`config.mk`:
```
export PLATFORM = sky130hd
export DESIGN_NAME = decoder_pipe
export DESIGN_NICKNAME = d
export VERILOG_FILES = /design/src/rtl/decoder_pipe.sv
export SDC_FILE = /design/constraint.sdc
export NUM_CORES = 1
export LEC_CHECK = 0
export BUFFER_PORTS_ARGS = -buffer_cell sky130_fd_sc_hd__buf_2
export CORE_MARGIN = 1
export CORE_UTILIZATION = 39
export CTS_CLUSTER_SIZE = 10
export DETAILED_ROUTE_END_ITERATION = 8
export HOLD_SLACK_MARGIN = 0.02
export PLACE_DENSITY = 0.68
export SLEW_MARGIN = 20
export SYNTH_ARGS = -nofsm -noshare
export SYNTH_HDL_FRONTEND = slang
export SYNTH_SLANG_ARGS = --single-unit
```
`constraint.sdc`:
```
create_clock -name clk -period 1.8 [get_ports clk]
set_input_delay 0.27 -clock clk [delete_from_list [all_inputs] [get_ports clk]]
set_output_delay 0.27 -clock clk [all_outputs]
set_load 0.01 [all_outputs]
```
`src/rtl/decoder_pipe.sv`:
```
// decoder_pipe: registered instruction decode stage with a 1-entry skid buffer.
// Ports: clk, RST (async active-low), in_valid/in_ready/INSTR_IN (fetch side),
//   flush, out_valid/out_ready (execute side), decoded bundle: opcode, src,
//   src2, dst, imm, jump, ctrl_PC, write_BR, read_BR, write_ALU, ld, illegal,
//   hazard. Optional macro DECODER_HAZARD_EN enables RAW hazard tracking.
module decoder_pipe #(
    parameter int IW  = 32,
    parameter int RW  = 6,
    parameter int OPW = 4
) (
    input  logic           clk,
    input  logic           RST,
    input  logic           in_valid,
    output logic           in_ready,
    input  logic [IW-1:0]  INSTR_IN,
    input  logic           flush,
    output logic           out_valid,
    input  logic           out_ready,
    output logic [OPW-1:0] opcode,
    output logic [RW-1:0]  src,
    output logic [RW-1:0]  src2,
    output logic [RW-1:0]  dst,
    output logic [IW-2:0]  imm,
    output logic [IW-1:0]  jump,
    output logic [1:0]     ctrl_PC,
    output logic           write_BR,
    output logic           read_BR,
    output logic           write_ALU,
    output logic           ld,
    output logic           illegal,
    output logic           hazard
);

    typedef enum logic [1:0] {S_EMPTY, S_ONE, S_TWO} state_t;

    typedef struct packed {
        logic [OPW-1:0] opcode;
        logic [RW-1:0]  src;
        logic [RW-1:0]  src2;
        logic [RW-1:0]  dst;
        logic [IW-2:0]  imm;
        logic [IW-1:0]  jump;
        logic [1:0]     ctrl_pc;
        logic           write_br;
        logic           read_br;
        logic           write_alu;
        logic           ld;
        logic           illegal;
    } bundle_t;

    function automatic bundle_t decode(input logic [IW-1:0] w);
        bundle_t    b;
        logic [6:0] cls;
        b   = '0;
        cls = w[IW-1:IW-7];
        unique case (1'b1)
            cls[6]: begin
                b.opcode  = OPW'(4'd1);
                b.ctrl_pc = 2'd1;
                b.jump    = {1'b0, w[IW-2:0]};
                b.imm     = w[IW-2:0];
            end
            cls[6:5] == 2'b01: begin
                b.opcode = OPW'(4'd2);
                b.ld     = 1'b1;
                b.dst    = w[3*RW-1:2*RW];
                b.imm[IW-3-RW:0] = {w[IW-3:3*RW], w[2*RW-1:0]};
            end
            cls[6:2] == 5'b00010: begin
                b.opcode   = OPW'(4'd3);
                b.write_br = 1'b1;
                b.src      = w[RW-1:0];
                b.src2     = w[2*RW-1:RW];
            end
            cls[6:2] == 5'b00011: begin
                b.opcode  = OPW'(4'd4);
                b.read_br = 1'b1;
                b.src2    = w[2*RW-1:RW];
                b.dst     = w[3*RW-1:2*RW];
            end
            cls[6:3] == 4'b0010,
            cls[6:3] == 4'b0011: begin
                b.opcode = cls[3] ? OPW'(4'd6) : OPW'(4'd5);
                b.src    = w[RW-1:0];
                b.src2   = w[2*RW-1:RW];
                b.imm[IW-5-2*RW:0] = w[IW-5:2*RW];
            end
            default: begin
                // ALU / NOP space: reserved bits nonzero poisons the word
                if (|w[IW-8:3*RW]) begin
                    b.illegal = 1'b1;
                end else if (cls[2:0] != 3'd0) begin
                    b.opcode    = OPW'({1'b0, cls[2:0]} + 4'd6);
                    b.write_alu = 1'b1;
                    b.src       = w[RW-1:0];
                    b.src2      = w[2*RW-1:RW];
                    b.dst       = w[3*RW-1:2*RW];
                end
            end
        endcase
        return b;
    endfunction

    state_t  state_q, state_d;
    logic    in_ready_q, in_ready_d;
    bundle_t out_q, out_d;
    bundle_t skid_q, skid_d;
    bundle_t dec;
    logic    accept, consume;

    always_comb begin
        state_d = state_q;
        out_d   = out_q;
        skid_d  = skid_q;
        dec     = decode(INSTR_IN);
        accept  = in_valid & in_ready_q;
        consume = (state_q != S_EMPTY) & out_ready;
        if (flush) begin
            state_d = S_EMPTY;
            out_d   = '0;
            skid_d  = '0;
        end else begin
            unique case (state_q)
                S_EMPTY: begin
                    if (accept) begin
                        out_d   = dec;
                        state_d = S_ONE;
                    end
                end
                S_ONE: begin
                    if (accept && consume) begin
                        out_d = dec;
                    end else if (accept) begin
                        skid_d  = dec;
                        state_d = S_TWO;
                    end else if (consume) begin
                        out_d   = '0;
                        state_d = S_EMPTY;
                    end
                end
                S_TWO: begin
                    if (consume) begin
                        out_d   = skid_q;
                        skid_d  = '0;
                        state_d = S_ONE;
                    end
                end
                default: begin
                    out_d   = '0;
                    skid_d  = '0;
                    state_d = S_EMPTY;
                end
            endcase
        end
        // registered ready: no combinational path from out_ready
        in_ready_d = (state_d != S_TWO);
    end

    always_ff @(posedge clk or negedge RST) begin
        if (!RST) begin
            state_q    <= S_EMPTY;
            in_ready_q <= 1'b1;
            out_q      <= '0;
            skid_q     <= '0;
        end else begin
            state_q    <= state_d;
            in_ready_q <= in_ready_d;
            out_q      <= out_d;
            skid_q     <= skid_d;
        end
    end

    assign in_ready  = in_ready_q;
    assign out_valid = (state_q != S_EMPTY);
    assign opcode    = out_q.opcode;
    assign src       = out_q.src;
    assign src2      = out_q.src2;
    assign dst       = out_q.dst;
    assign imm       = out_q.imm;
    assign jump      = out_q.jump;
    assign ctrl_PC   = out_q.ctrl_pc;
    assign write_BR  = out_q.write_br;
    assign read_BR   = out_q.read_br;
    assign write_ALU = out_q.write_alu;
    assign ld        = out_q.ld;
    assign illegal   = out_q.illegal;

`ifdef DECODER_HAZARD_EN
    logic [RW-1:0] hist_dst_q, hist_dst_d;
    logic          hist_wr_q, hist_wr_d;
    logic          rd_s, rd_s2;

    always_comb begin
        hist_dst_d = hist_dst_q;
        hist_wr_d  = hist_wr_q;
        if (flush) begin
            hist_dst_d = '0;
            hist_wr_d  = 1'b0;
        end else if (consume) begin
            hist_dst_d = out_q.dst;
            // illegal bundles carry NOP controls, so they never arm history
            hist_wr_d  = out_q.ld | out_q.read_br | out_q.write_alu;
        end
    end

    always_ff @(posedge clk or negedge RST) begin
        if (!RST) begin
            hist_dst_q <= '0;
            hist_wr_q  <= 1'b0;
        end else begin
            hist_dst_q <= hist_dst_d;
            hist_wr_q  <= hist_wr_d;
        end
    end

    always_comb begin
        rd_s  = out_q.write_alu | out_q.write_br
              | (out_q.opcode == OPW'(4'd5))
              | (out_q.opcode == OPW'(4'd6));
        rd_s2 = rd_s | out_q.read_br;
    end

    assign hazard = out_valid & hist_wr_q
                  & ((rd_s & (out_q.src == hist_dst_q))
                   | (rd_s2 & (out_q.src2 == hist_dst_q)));
`else
    assign hazard = 1'b0;
`endif

endmodule

```
After elaboration in Yosys (flattened, before gate mapping) --
Cells that the tools add are included.
Word-level totals: word-level logic and storage cells 95, output and inout bits 95, bits in registers 187, bits of input ports 37
Operators by class: muxes and demuxes 36, equality and inequality tests 15, add/subtract/negate cells 1, reductions and logical operators 15, bitwise operators 2
Operators by type and width (count):
- $mux 92 | 8
- $pmux 92 s3 | 2
- $pmux 16 s3 | 1
- $mux 22 | 2
- $pmux 6 s2 | 3
- $mux 33 | 1
- $pmux 4 s5 | 1
- $pmux 8 s2 | 1
- $mux 2 | 7
- $ne 3x3->1 const B | 4
- $eq 5x2->1 const B | 2
- $eq 4x2->1 const B | 2
- $mux 1 | 8
- $ne 4x4->1 const B | 2
- $reduce_and 4->1 | 2
- $reduce_or 4->1 | 2
- $mux 7 | 1
- $reduce_or 7->1 | 1
- $pmux 2 s3 | 1
- $reduce_or 2->1 | 3
- $reduce_or 3->1 | 2
- $reduce_or 6->1 | 1
- $add 3x3->4 const B | 1
- $eq 2x1->1 const B | 2
- other kinds (7) | 9

Depth between registers and ports, before layout --
depth in word-level cells 8, gate-level depth with buffers 7

Worst setup path after synthesis --
Ideal clock, no wire load.
path type reg-to-reg, start reg in_ready_q, in the netlist in_ready, end reg out_q (netlist bit src2[3]), stages on the path, launching flop included 8, required time 1.664 ns, arrival 1.603 ns, slack 0.061 ns, setup time 0.136 ns, buffers on the path 2, clock period less this slack 1.739 ns, path through dfstp_2 nand2_1 a211oi_2 a211oi_2 buf_2 buf_4 a22oi_1 o21ai_0
On the way: cells in the longest elaborated chain, start to end 5, elaborated cells between the ends (all ways) 9, those cells by class eq/ne (3); mux (3); bitwise (1); reduce/logical (2)
RTL lines:
- start: declaration | RTL line 105 | logic in_ready_q, in_ready_d;
- start signal: assignment | RTL line 167 | in_ready_q <= in_ready_d;
- $and 1x1->1 (*) | RTL line 116 | accept = in_valid & in_ready_q;
- $logic_and 1x1->1 | RTL line 131 | if (accept && consume) begin
- $mux 92 | RTL line 131
- $pmux 92 s3 | RTL line 123 | unique case (state_q)
- $mux 92 | RTL line 118 | if (flush) begin
- end signal: assignment | RTL line 168 | out_q <= out_d;
- end: declaration | RTL line 106 | bundle_t out_q, out_d;
Every way passes the cells marked *; elsewhere a longest branch is shown, timed or not. A chain may end at the register's enable or synchronous reset.

Final worst setup path --
start reg in_ready_q, in the netlist in_ready, end reg out_q (netlist bit imm[13])
Same word-level chain as after synthesis.

==> impl_metrics.yaml <==
clock_tree:
  cts_sinks: 169
  cts-root-buf: "clkbuf_16"
  clock_path_buffers: 2
  insertion_delay_ps: 430
  htree_levels: 4
  post_cts_buffers: 0
  numCtsBuffers: 17
  clk_pin_slew_ps: 60
  cts_tree: "yes"
die:
  die_h_um: 142.3
  io_pins: 132
  start_util_pct: 40.35
  std_cell_rows: 50
  die_x_um: 142.3
  die_area_mm2: 0.02024
  core_mm2: 0.01902
global_route:
  grt_busiest_layer: "met2"
  grt_pass1_vias: 6257
  grt.met2_usage_pct: 33.75
  gr-total-overflow: 0
  grtUsageTotal_pct: 22.36
  grt_max_degree: 60
  antenna_found_initial: 0
  grtUsageMet3_pct: 5.485
  grt_pass1_wl_mm: 34.60
  use_met1_pct: 31.47
layout:
  post-route-util_pct: 49.96
  layout-drive-gt1-share_pct: 31.65
  final_area_mm2: 0.009502
  syn2layout_area_growth_pct: 23.82
  n_antenna_cell: 0
  finalNonFillerCells: 1132
  n_fill_cell: 1805
  final_common_cell: "dfrtp_1"
  nNetsFinal: 897
  final_cell_mix: "dfrtp_1, buf_2, nand2_1"
yosys:
  synth_top_area_cell: "dfrtp_1"
  syn_inst: 724
  ys_seq_area_share_pct: 55.13
  async_flop_share_pct: 100.0
  synth-seq-cells: 169
  synthFlopType: "dfrtp_1"
  synth_area_per_cell_um2: 10.60
  synthTopCellsByArea: "dfrtp_1, a22o_1, nand2_1, a22oi_1, o21ai_2"
  synth_area_mm2: 0.007674
  synth.distinct_cells: 51
  yosys_warnings: 0
  synth_edf_count: 0
  synth_top_area_share_pct: 54.79
drt:
  drt_first_pass_iters: 5
  vias_per_cell: 5.564
  drc: 0
  first_iter_violations: 594
  vias: 6299
  ant_nets: 0
  wl_mm: 21.48
  post_drt_wl_per_cell_um: 18.98
timing:
  setup_viol: 0
  rsz0062_at_grt: "true"
  finalCriticalPeriod_ps: 1772
  min_period_over_period_pct: 98.45
  setup_tns_ps: 0
  hold_viol: 0
  drv_slew: 0
  fin_skew_ps: 7.874
  max_freq_mhz: 564.3
status:
  status: "finished clean"
power_and_ir_drop:
  powerDensity_mw_per_mm2: 940.6
  leakage_nw: 4.596
  max-vdd-ir-drop_mv: 0.6890
  power.total_mw: 8.937
setup_path:
  reg2reg_from: "in_ready"
  path_class: "register to register"
  crit_arrival_ps: 2080
  critical_path.startpoint: "in_ready"
  worstPathRequired_ps: 2110
  crit_path_start_kind: "register"
  end_kind: "register"
  worst-path-max-fanout: 27
flow_run:
  cap_viol_max_count: 0
min_path:
  hold_path.class: "input pin to register"
  min_from: "flush"
placement:
  hpwl_mm: 14.80
  dp_cells: 1099
  dpl-instance-area_mm2: 0.008852
  io_buffers: 128
  gp_congestion: 0.8942
-- power by group --
part / switching (mW) / internal, mW
Combinational: 0.757 / 0.449
Clock: 1.62 / 2.12
Sequential: 0.0719 / 3.92
-- registers in the layout, summed over array words and instances (netlist names), 2 cells and up --
| register | flops |
|---|---|
| src | 6 |
| jump | 24 |
| opcode | 4 |
| state_q | 2 |
| skid_q | 83 |
| dst | 6 |
| src2 | 6 |
| imm | 31 |
-- worst max-delay path: stages (launching register included) --
cell and delay (ps):
dfstp_2 550, nand2_4 80, a211oi_4 240, buf_4 160, a211oi_4 50, buf_12 170
a222oi_1 340, inv_1 70
-- cell usage after synthesis (all sizes together), types with 3 or more instances --
cell type  number
o21ai         106
a22oi          50
a32o            5
inv            10
buf            55
a21oi          31
dfrtp         168
and3           12
nand2         116
a31oi           6
a2bb2oi        23
a22o           55
nor2b           3
a32oi           5
a222oi          5
clkbuf         19
nor4            3
or2             4
and2            8
nor2           15
nor3            6
-- layer usage --
metal | up-vias | wire [µm]
met5 | - | 0
li1 | 2907 | -
met2 | 241 | 9927
met3 | 29 | 1584
met4 | 0 | 369
met1 | 3122 | 9600
-- metrics by stage --
stage               hold WS [ps]  setup slack, ps
floorplan                 -25.59            61.33
global placement           254.3            13.47
detailed placement         253.8           -25.56
CTS                        63.16            27.26
global route               90.94           -61.69
finish                     93.11            27.85
-- final cells by class --
| cell class | count | area (µm²) | share of cell area [%] |
|---|---|---|---|
| Sequential cell | 169 | 4232 | 44.54 |
| Multi-Input combinational cell | 473 | 3039 | 31.99 |
| Timing Repair Buffer | 188 | 1265 | 13.31 |
| Clock buffer | 19 | 442.9 | 4.662 |
| Tap cell | 260 | 325.3 | 3.424 |
| Clock inverter | 13 | 160.2 | 1.686 |
| Inverter | 10 | 37.54 | 0.3950 |
-- final timing paths --
| path | end | slack [ps] | depth (start not counted) |
|---|---|---|---|
| worst max-delay path | imm[13] | 30 | 7 |
| worst min-delay path | state_q[0] | 90 | 2 |
| worst max register to register | imm[13] | 30 | 7 |
| worst min register to register | imm[8] | 470 | 2 |
| max in group asynchronous | skid_q[55] | 770 | 3 |
| min in group asynchronous | state_q[1] | 350 | 2 |
-- cell families (layout without fill, tap and decap cells) --
family,Yosys count,count (layout),share of synthesized area [%]
other cells,1,3,0.04887
simple gates,172,172,10.14
compound gates,297,297,28.44
fa+ha+maj,1,1,0.1630
buf+inv,84,230,6.082
flops,169,169,55.13
-- what timing repair did --
item,4_1_cts,5_1_grt
hold endpoints to repair,43,0
hold buffers,1,0
pin swaps,1,2
resized for setup,2,7
endpoints found under the setup margin,17,78
cloned,0,0
(Power assumes the default switching activity.)
